--- src/rtl/cache_line_array_if.sv ---
// Bus bundle between the cache controller (master) and one way's line array (slave).
// Read port: rd_en/rd_index request, rdata/rdata_valid/rvalid/rdirty response one cycle later.
// Write port: wr_en/wr_index/wmask/wdata/wr_dirty, byte-masked.
// Maintenance: inval_all pulse starts a clear-all sequence, busy reports it in progress.
interface cache_line_array_if #(
  parameter int unsigned WIDTH = 128,
  parameter int unsigned DEPTH = 8
);
  localparam int unsigned IDX_W = $clog2(DEPTH);

  logic             rd_en;
  logic [IDX_W-1:0] rd_index;
  logic [WIDTH-1:0] rdata;
  logic             rdata_valid;
  logic             rvalid;
  logic             rdirty;
  logic             wr_en;
  logic [IDX_W-1:0] wr_index;
  logic [WIDTH/8-1:0] wmask;
  logic [WIDTH-1:0] wdata;
  logic             wr_dirty;
  logic             inval_all;
  logic             busy;

  modport master (
    output rd_en, rd_index, wr_en, wr_index, wmask, wdata, wr_dirty, inval_all,
    input  rdata, rdata_valid, rvalid, rdirty, busy
  );

  modport slave (
    input  rd_en, rd_index, wr_en, wr_index, wmask, wdata, wr_dirty, inval_all,
    output rdata, rdata_valid, rvalid, rdirty, busy
  );
endinterface

--- src/rtl/cache_line_array.sv ---
// Cache line data/metadata store: DEPTH lines of WIDTH bits with per-line valid and dirty.
// Ports:
//   clk   - clock, all state changes on posedge
//   rst_n - asynchronous active-low reset (metadata and outputs only; line data is not reset)
//   bus   - cache_line_array_if slave: byte-masked write port, registered read port with
//           write-first bypass, and an invalidate-all engine that zeroes one line per cycle.
module cache_line_array #(
  parameter int unsigned WIDTH = 128,
  parameter int unsigned DEPTH = 8
) (
  input logic               clk,
  input logic               rst_n,
  cache_line_array_if.slave bus
);
  localparam int unsigned IDX_W = $clog2(DEPTH);
  localparam int unsigned NB    = WIDTH / 8;

  typedef enum logic [0:0] {StIdle, StClear} state_e;

  state_e           state_q;
  logic [IDX_W-1:0] cnt_q;
  logic [DEPTH-1:0] valid_q;
  logic [DEPTH-1:0] dirty_q;
  logic [WIDTH-1:0] mem_q [DEPTH];

  logic             idle_go;
  logic             wr_go;
  logic             rd_go;
  logic             same_idx;
  logic [WIDTH-1:0] merged;

  // inval_all takes priority over any read/write presented in the same idle cycle.
  always_comb begin
    idle_go  = (state_q == StIdle) && !bus.inval_all;
    wr_go    = idle_go && bus.wr_en && rst_n;
    rd_go    = idle_go && bus.rd_en;
    same_idx = wr_go && (bus.wr_index == bus.rd_index);
  end

  // Post-write line content; also used as the write-first bypass value.
  always_comb begin
    merged = mem_q[bus.wr_index];
    for (int b = 0; b < NB; b++) begin
      if (bus.wmask[b]) merged[8*b +: 8] = bus.wdata[8*b +: 8];
    end
  end

  // Line data has no reset; the clear engine is the only way to zero it.
  always_ff @(posedge clk) begin
    if (state_q == StClear) begin
      mem_q[cnt_q] <= '0;
    end else if (wr_go) begin
      mem_q[bus.wr_index] <= merged;
    end
  end

  always_ff @(posedge clk or negedge rst_n) begin
    if (!rst_n) begin
      state_q         <= StIdle;
      cnt_q           <= '0;
      valid_q         <= '0;
      dirty_q         <= '0;
      bus.busy        <= 1'b0;
      bus.rdata       <= '0;
      bus.rdata_valid <= 1'b0;
      bus.rvalid      <= 1'b0;
      bus.rdirty      <= 1'b0;
    end else begin
      bus.rdata_valid <= rd_go;
      if (rd_go) begin
        if (same_idx) begin
          bus.rdata  <= merged;
          bus.rvalid <= 1'b1;
          bus.rdirty <= bus.wr_dirty;
        end else begin
          bus.rdata  <= mem_q[bus.rd_index];
          bus.rvalid <= valid_q[bus.rd_index];
          bus.rdirty <= dirty_q[bus.rd_index];
        end
      end

      if (wr_go) begin
        valid_q[bus.wr_index] <= 1'b1;
        dirty_q[bus.wr_index] <= bus.wr_dirty;
      end

      unique case (state_q)
        StIdle: begin
          if (bus.inval_all) begin
            state_q  <= StClear;
            cnt_q    <= '0;
            bus.busy <= 1'b1;
          end
        end
        StClear: begin
          valid_q[cnt_q] <= 1'b0;
          dirty_q[cnt_q] <= 1'b0;
          // Natural wrap brings the counter back to 0 on the last line.
          cnt_q          <= cnt_q + 1'b1;
          if (cnt_q == IDX_W'(DEPTH - 1)) begin
            state_q  <= StIdle;
            bus.busy <= 1'b0;
          end
        end
        default: state_q <= StIdle;
      endcase
    end
  end
endmodule
--- src/flat_wrapper.sv ---
// flat-port wrapper written by rule: the top's interface ports become plain ports
module cache_line_array_flat 
#(
  parameter int unsigned WIDTH = 128,
  parameter int unsigned DEPTH = 8
)
  (clk, rst_n, bus_rd_en, bus_rd_index, bus_wr_en, bus_wr_index, bus_wmask, bus_wdata, bus_wr_dirty, bus_inval_all, bus_rdata, bus_rdata_valid, bus_rvalid, bus_rdirty, bus_busy);
  cache_line_array_if #(.WIDTH(WIDTH), .DEPTH(DEPTH)) bus_i ();
  input logic clk;
  input logic rst_n;
  input wire logic [$bits(bus_i.rd_en)-1:0] bus_rd_en;
  input wire logic [$bits(bus_i.rd_index)-1:0] bus_rd_index;
  input wire logic [$bits(bus_i.wr_en)-1:0] bus_wr_en;
  input wire logic [$bits(bus_i.wr_index)-1:0] bus_wr_index;
  input wire logic [$bits(bus_i.wmask)-1:0] bus_wmask;
  input wire logic [$bits(bus_i.wdata)-1:0] bus_wdata;
  input wire logic [$bits(bus_i.wr_dirty)-1:0] bus_wr_dirty;
  input wire logic [$bits(bus_i.inval_all)-1:0] bus_inval_all;
  output wire logic [$bits(bus_i.rdata)-1:0] bus_rdata;
  output wire logic [$bits(bus_i.rdata_valid)-1:0] bus_rdata_valid;
  output wire logic [$bits(bus_i.rvalid)-1:0] bus_rvalid;
  output wire logic [$bits(bus_i.rdirty)-1:0] bus_rdirty;
  output wire logic [$bits(bus_i.busy)-1:0] bus_busy;
  assign bus_i.rd_en = bus_rd_en;
  assign bus_i.rd_index = bus_rd_index;
  assign bus_i.wr_en = bus_wr_en;
  assign bus_i.wr_index = bus_wr_index;
  assign bus_i.wmask = bus_wmask;
  assign bus_i.wdata = bus_wdata;
  assign bus_i.wr_dirty = bus_wr_dirty;
  assign bus_i.inval_all = bus_inval_all;
  assign bus_rdata = bus_i.rdata;
  assign bus_rdata_valid = bus_i.rdata_valid;
  assign bus_rvalid = bus_i.rvalid;
  assign bus_rdirty = bus_i.rdirty;
  assign bus_busy = bus_i.busy;
  cache_line_array #(.WIDTH(WIDTH), .DEPTH(DEPTH)) u_core (.clk(clk), .rst_n(rst_n), .bus(bus_i));
endmodule
--- config.mk ---
export PLATFORM = sky130hd
export DESIGN_NAME = cache_line_array_flat
export DESIGN_NICKNAME = d
export VERILOG_FILES = /design/src/rtl/cache_line_array_if.sv /design/src/rtl/cache_line_array.sv /design/src/flat_wrapper.sv
export SDC_FILE = /design/constraint.sdc
export NUM_CORES = 2
export LEC_CHECK = 0
export ABC_AREA = 1
export CORE_MARGIN = 2
export CORE_UTILIZATION = 40
export DETAILED_ROUTE_END_ITERATION = 6
export PLACE_DENSITY = 0.67
export SLEW_MARGIN = 20
export SYNTH_ARGS = -nofsm -noshare
export SYNTH_HDL_FRONTEND = slang
export SYNTH_SLANG_ARGS = --single-unit
export TNS_END_PERCENT = 10
--- constraint.sdc ---
create_clock -name clk -period 19.9 [get_ports clk]
set_clock_uncertainty 0.15 [all_clocks]
set_input_delay 1.99 -clock clk [delete_from_list [all_inputs] [get_ports clk]]
set_output_delay 1.99 -clock clk [all_outputs]
set_load 0.01 [all_outputs]
# After elaboration in Yosys (flattened, before gate mapping)
# Memory sizes are Yosys's and may differ from the RTL's. A register that Yosys moved wholly into a read port is not among the register bits.
# Index checks and enable logic that the tools add are counted.
[word_totals]
memories = 1
out_inout_bits = 132
mem_bits_rw = 1024
register_bits = 24
input_bits = 156
[classes]
reduce_logical = 11
n_bitwise = 5
n_eq_ne = 4
n_lt_le_gt_ge = 5
addsub = 1
n_mux = 47
[memory_table]
columns = ["name", "words", "word_bits", "read_ports", "rd_clocked_by_memory_dff", "wr", "line_no", "text"]
rows = [
  ["u_core.mem_q", 8, 128, 2, 1, 1, "cache_line_array.sv:24", "logic [WIDTH-1:0] mem_q [DEPTH];"],
]
[op_table]
columns = ["operator", "n"]
rows = [
  ["$mux 8", 20],
  ["$mux 128", 1],
  ["$reduce_or 128->1", 1],
  ["$and 8x8->8", 2],
  ["$mux 1", 16],
  ["$lt 3x4->1 const B", 3],
  ["$bwmux 8", 1],
  ["$not 8->8", 1],
  ["$or 8x8->8", 1],
  ["$logic_and 1x1->1", 7],
  ["$bmux 1 s3", 2],
  ["$demux 1 s3", 2],
  ["$ge 3x1->1 const B", 2],
  ["$mux 3", 2],
  ["$pmux 3 s2", 1],
  ["$ne 2x2->1 const B", 2],
  ["$pmux 1 s2", 2],
  ["$add 3x1->3 const B", 1],
  ["$eq 3x3->1", 1],
  ["$eq 3x3->1 const B", 1],
  ["$logic_not 1->1", 2],
  ["$reduce_and 2->1", 1],
  ["$not 1->1", 1],
]

# Depth between registers and ports, before layout
[depth]
ltp_word = 9
depth_mapped = 14
ltp_nobuf = 11

# Worst setup path after synthesis
# Ideal clock, no wire load.
[synth_path]
kind = "input port to flip-flop"
from = "input bus_inval_all"
to = "memory u_core.mem_q[2][0], enable pin"
path_stages = 8
t_arrival_ns = 8.033
required_ns = 19.132
path_slack_ns = 11.099
n_path_buf = 1
cell_sequence = "nor2_4 nand2_2 buf_4 nand2_1 nand2_1 inv_1 nand2_1 nor2_1"
[synth_via]
elab_chain_len = 9
[synth_rtl]
columns = ["element", "line_no", "text"]
rows = [
  ["start, declared", "flat_wrapper.sv:18", "input wire logic [$bits(bus_i.inval_all)-1:0] bus_inval_all;"],
  ["$logic_not 1->1 *", "cache_line_array.sv:34", "idle_go = (state_q == StIdle) && !bus.inval_all;"],
  ["$logic_and 1x1->1 *", "cache_line_array.sv:34", ""],
  ["$logic_and 1x1->1 * (2 in a row)", "cache_line_array.sv:35", "wr_go = idle_go && bus.wr_en && rst_n;"],
  ["$mux 1 *", "cache_line_array.sv:52", "end else if (wr_go) begin"],
  ["$mux 1 *", "cache_line_array.sv:50", "if (state_q == StClear) begin"],
  ["$mux 1 (not written as such) *", "cache_line_array.sv:53", "mem_q[bus.wr_index] <= merged;"],
  ["$reduce_or 128->1 (no source line)", "--", ""],
  ["$mux 3 (no source line) or $mux 1 (tied branches)", "--", ""],
  ["end, declared", "cache_line_array.sv:24", ""],
]
# Mark *: on every way between the ends. The rest lies on a longest branch, timed or not.

==> summary.txt <==
Yosys
  – Mux cell area share after synthesis: 0%
  – Seq/Total Area, Yosys: 56.54%
  – Top FF cell, synth: edfxtp_1
  – Syn avg cell area: 8.314 um^2
  – Synth warn: 0
  – Synth Area in Adders: 0.04095%
  – Most common cell in the netlist: nand2_1
  – Post-Synth Simple-Gate Area: between 20% and 30%
  – Synth unique cells: 27
  – Top-area cell type share of the netlist area: approximately half
  – Synth area leader: edfxtp_1
  – Post-synth EDFFs: 1024
  – Mapped Nets: ~7500
  – Main area contributors after synthesis: edfxtp_1 (50%), nand2_1 (12%), nand3_1 (7.4%)
  – Synth Area in Compound Gates: 9.615%
  – Synthesized cell area: ~61000 um^2
  – XOR/XNOR Fraction of Synth Area: less than 1%
  – Top cells by count, synth: nand2_1 (2004), edfxtp_1 (1024), inv_1 (990)
  – FFs w/ async S/R, synth: about an eighth
  – Largest family of logic cells by synthesized area: simple AND/OR/NAND/NOR gates
  – Synthesis-stage register bit count: 1176
  – Gate Count Post-Synth: 7350

Floorplan
  – Die Y: 394.9 um
  – Die width: between 300 and 400 um
  – I/O Pins: 288
  – Initial core utilization: 40.23%
  – Std cell rows: 143
  – Core Box Area: 151900 um^2
  – Die area: 155900 um^2

Critical path
  – Startpoint types: input port
  – Most used cell, CP: nand2_1
  – CP required: around 20000 ps
  – Critical-path maximum fanout: 129
  – WS Path Type: input port to flip-flop
  – CP Capture Type: flip-flop
  – Slowest stage delay, CP: 1000 ps
  – Master of the slowest instance on the critical path: buf_4
  – Crit path arrival time: 6940 ps
  – CP Cell Sequence: clkbuf_8, nand2_1, inv_1, nand2_8, nand2_1, nand2_1, nor2_1, nor2_4, buf_12, nand2_4, buf_4, buf_4, nand2_1, nand3_1, nand2_1

Detailed routing
  – DR WL/cell: 21.33 um
  – DRC: 0
  – Total Wirelength: between 200000 and 250000 um
  – Iteration-0 DRC Markers: 6171
  – DRT antenna net count: 0
  – Vias post-DR: between 50000 and 60000
  – Initial DRT Pass Iterations: 7
  – DR vias/cell: 5.516

Power and ir drop
  – LEAKAGE: 30.68 nW
  – Peak supply drop: 0.1376 mV
  – Clock power share: 27.3%
  – Internal power: 5.447 mW
  – Switch share: between 30% and 40%
  – Sequential power share: between 40% and 50%
  – Switching pwr: a little under 3 mW
  – P per Cell Area: 121.2 nW/um^2
  – Gate power share: 26.9%

Layout
  – Layout cells sized above 1: 3.895%
  – Fin area: 69180 um^2
  – Area grow syn2layout: 13.21%
  – Fillers: 14110
  – Post-layout nets: 7498
  – N_diodes: 0

Timing
  – Rel. slew slack: a little under a fifth
  – Final setup viols: 0
  – Slew of the pin with the lowest slew margin: roughly 1200 ps
  – Final period demand of the worst path: 6456 ps
  – Final worst path period share: 32.44%
  – Final hold violations: 0
  – TNS Setup: 0 ps
  – Unrepaired setup endpoints after global routing: no
  – Max-slew violations: 0
  – Fmax: ~150 MHz

GRT
  – GRT overflow: 0
  – GRT Util Overall: 25.26%
  – Antenna violations before repair: 7
  – Global-route wire length before repair: 302900 um
  – Largest net degree at the start of global routing: ~190
  – Vias in the first global route: 50350

Outcome
  – Status: complete, no violations

Hold path
  – Worst Hold Class: flip-flop to flip-flop

Place
  – Final GP Congestion: 0.8227
  – Port Buf Inserts: 287
  – Cell Area, Placed: about 65000 um^2
  – Post-DP HPWL: 104700 um

CTS
  – Post-CTS Setup Inserts: 0
  – Root Driver: clkbuf_16
  – TritonCTS Buffers: around 120
  – CTS tree: done
  – Clock sinks: roughly 1200
  – # resized after CTS: 0
  – Clk slew on worst S/H paths: approximately 60 ps
  – H-Tree Depth: 3
  – Worst skew pair latency: 750 ps
  – Hold buffer count at CTS: 0
  – Bufs on Longest Clock Path: 3

Job
  – Max-cap violations: 0
## sequential cells by signal, summed over array words and instances (netlist names)
| signal | count |
|---|---|
| u_core.bus.busy | 1 |
| u_core.bus.rdata | 128 |
| u_core.bus.rdata_valid | 1 |
| u_core.bus.rdirty | 1 |
| u_core.bus.rvalid | 1 |
| u_core.cnt_q | 3 |
| u_core.dirty_q | 8 |
| u_core.mem_q | 1024 |
| u_core.state_q | 1 |
| u_core.valid_q | 8 |
## cell type report
cell class / instances / area [um^2] / area share (%)
inverters: 997 / 3777 / 5.460
repair buffers: 359 / 3516 / 5.082
clock inverters: 68 / 663.1 / 0.9585
clock buffers: 157 / 3296 / 4.764
well taps: 2030 / 2540 / 3.671
multi-input cells: 4688 / 20840 / 30.12
flip-flops and latches: 1176 / 34550 / 49.94
## kinds of logic after synthesis
family / count (synthesis)
adders and majority gates: 2
buffers and inverters: 1486
and+or+nand+nor: 3635
DFF: 1176
AOI/OAI and AO/OA: 1050
xor gates and xnor gates: 1
## power by group through the flow
stage,combinational (mW),clock [mW],sequential [mW]
global placement,2.19,0,3.87
global route,2.44,2.40,3.90
floorplan,1.20,0,3.93
CTS,2.23,2.31,3.83
detailed placement,2.22,0,3.88
finish,2.25,2.29,3.84
## metal layers
layer	global-route usage, %	routed length (um)	part of all wire, %
met5	0	46	0.023
met3	3.832	20460	10
met4	13.19	10400	5.1
met1	33.15	79420	39
met2	40.50	91770	45
## worst paths after layout
| check | startpoint | end | slack, ps | cells past startpoint |
|---|---|---|---|---|
| worst min register to register | u_core.bus.rdata[4] | u_core.bus.rdata[4] | 330 | 2 |
| worst min-delay path | u_core.bus.rdata[4] | u_core.bus.rdata[4] | 330 | 2 |
| worst max-delay path | rst_n | u_core.bus.rdata[18] | 13440 | 15 |
| worst max register to register | u_core.state_q | u_core.bus.rdata[18] | 14830 | 13 |
| min in group asynchronous | rst_n | u_core.bus.rdata[36] | 1080 | 1 |
| max in group asynchronous | rst_n | u_core.bus.rdata[10] | 17210 | 2 |
## critical path: cells and delay by family
family / cells / cell delay (ps)
AND/OR/NAND/NOR: 10 / 1900
buffers and inverters: 5 / 2850
## per-stage QoR
step | power, mW | worst slack (ps) | hold WS [ps] | util [%] | instances
after floorplan | 5.124 | 11100 | 312.6 | - | 7350
after global placement | 6.058 | 12790 | 315.6 | 42.94 | 9250
after detailed placement | 6.102 | 12680 | 315.1 | 42.94 | 9250
after CTS | 8.377 | 13430 | 331.0 | 45.54 | 9475
after global routing | 8.738 | 13170 | 354.8 | 45.54 | 9475
final | 8.382 | 13440 | 327.6 | 45.54 | 9475
## cell usage in the layout (no fill, tap or decap), types with 2 or more instances in the layout
cell and count:
o21ai_0 541, bufinv_16 11, buf_12 8, inv_1 988, ha_1 2, clkdlybuf4s50_1 280, buf_8 2, edfxtp_1 1024
clkbuf_16 123, nor2_4 14, clkbuf_8 10, o22ai_1 2, clkinvlp_4 15, buf_4 65, nand3_1 909, buf_2 2
nor3_1 2, nand2_1 2002, o211ai_1 245, clkinv_4 2, inv_2 3, a31oi_1 2, nand2_4 2, clkinv_1 16
nor2_1 702, a21oi_1 259, inv_6 2, clkinv_2 22, dfrtp_1 152, inv_8 3, clkbuf_1 25, clkinv_8 2
Power figures use the tool's default switching activity.
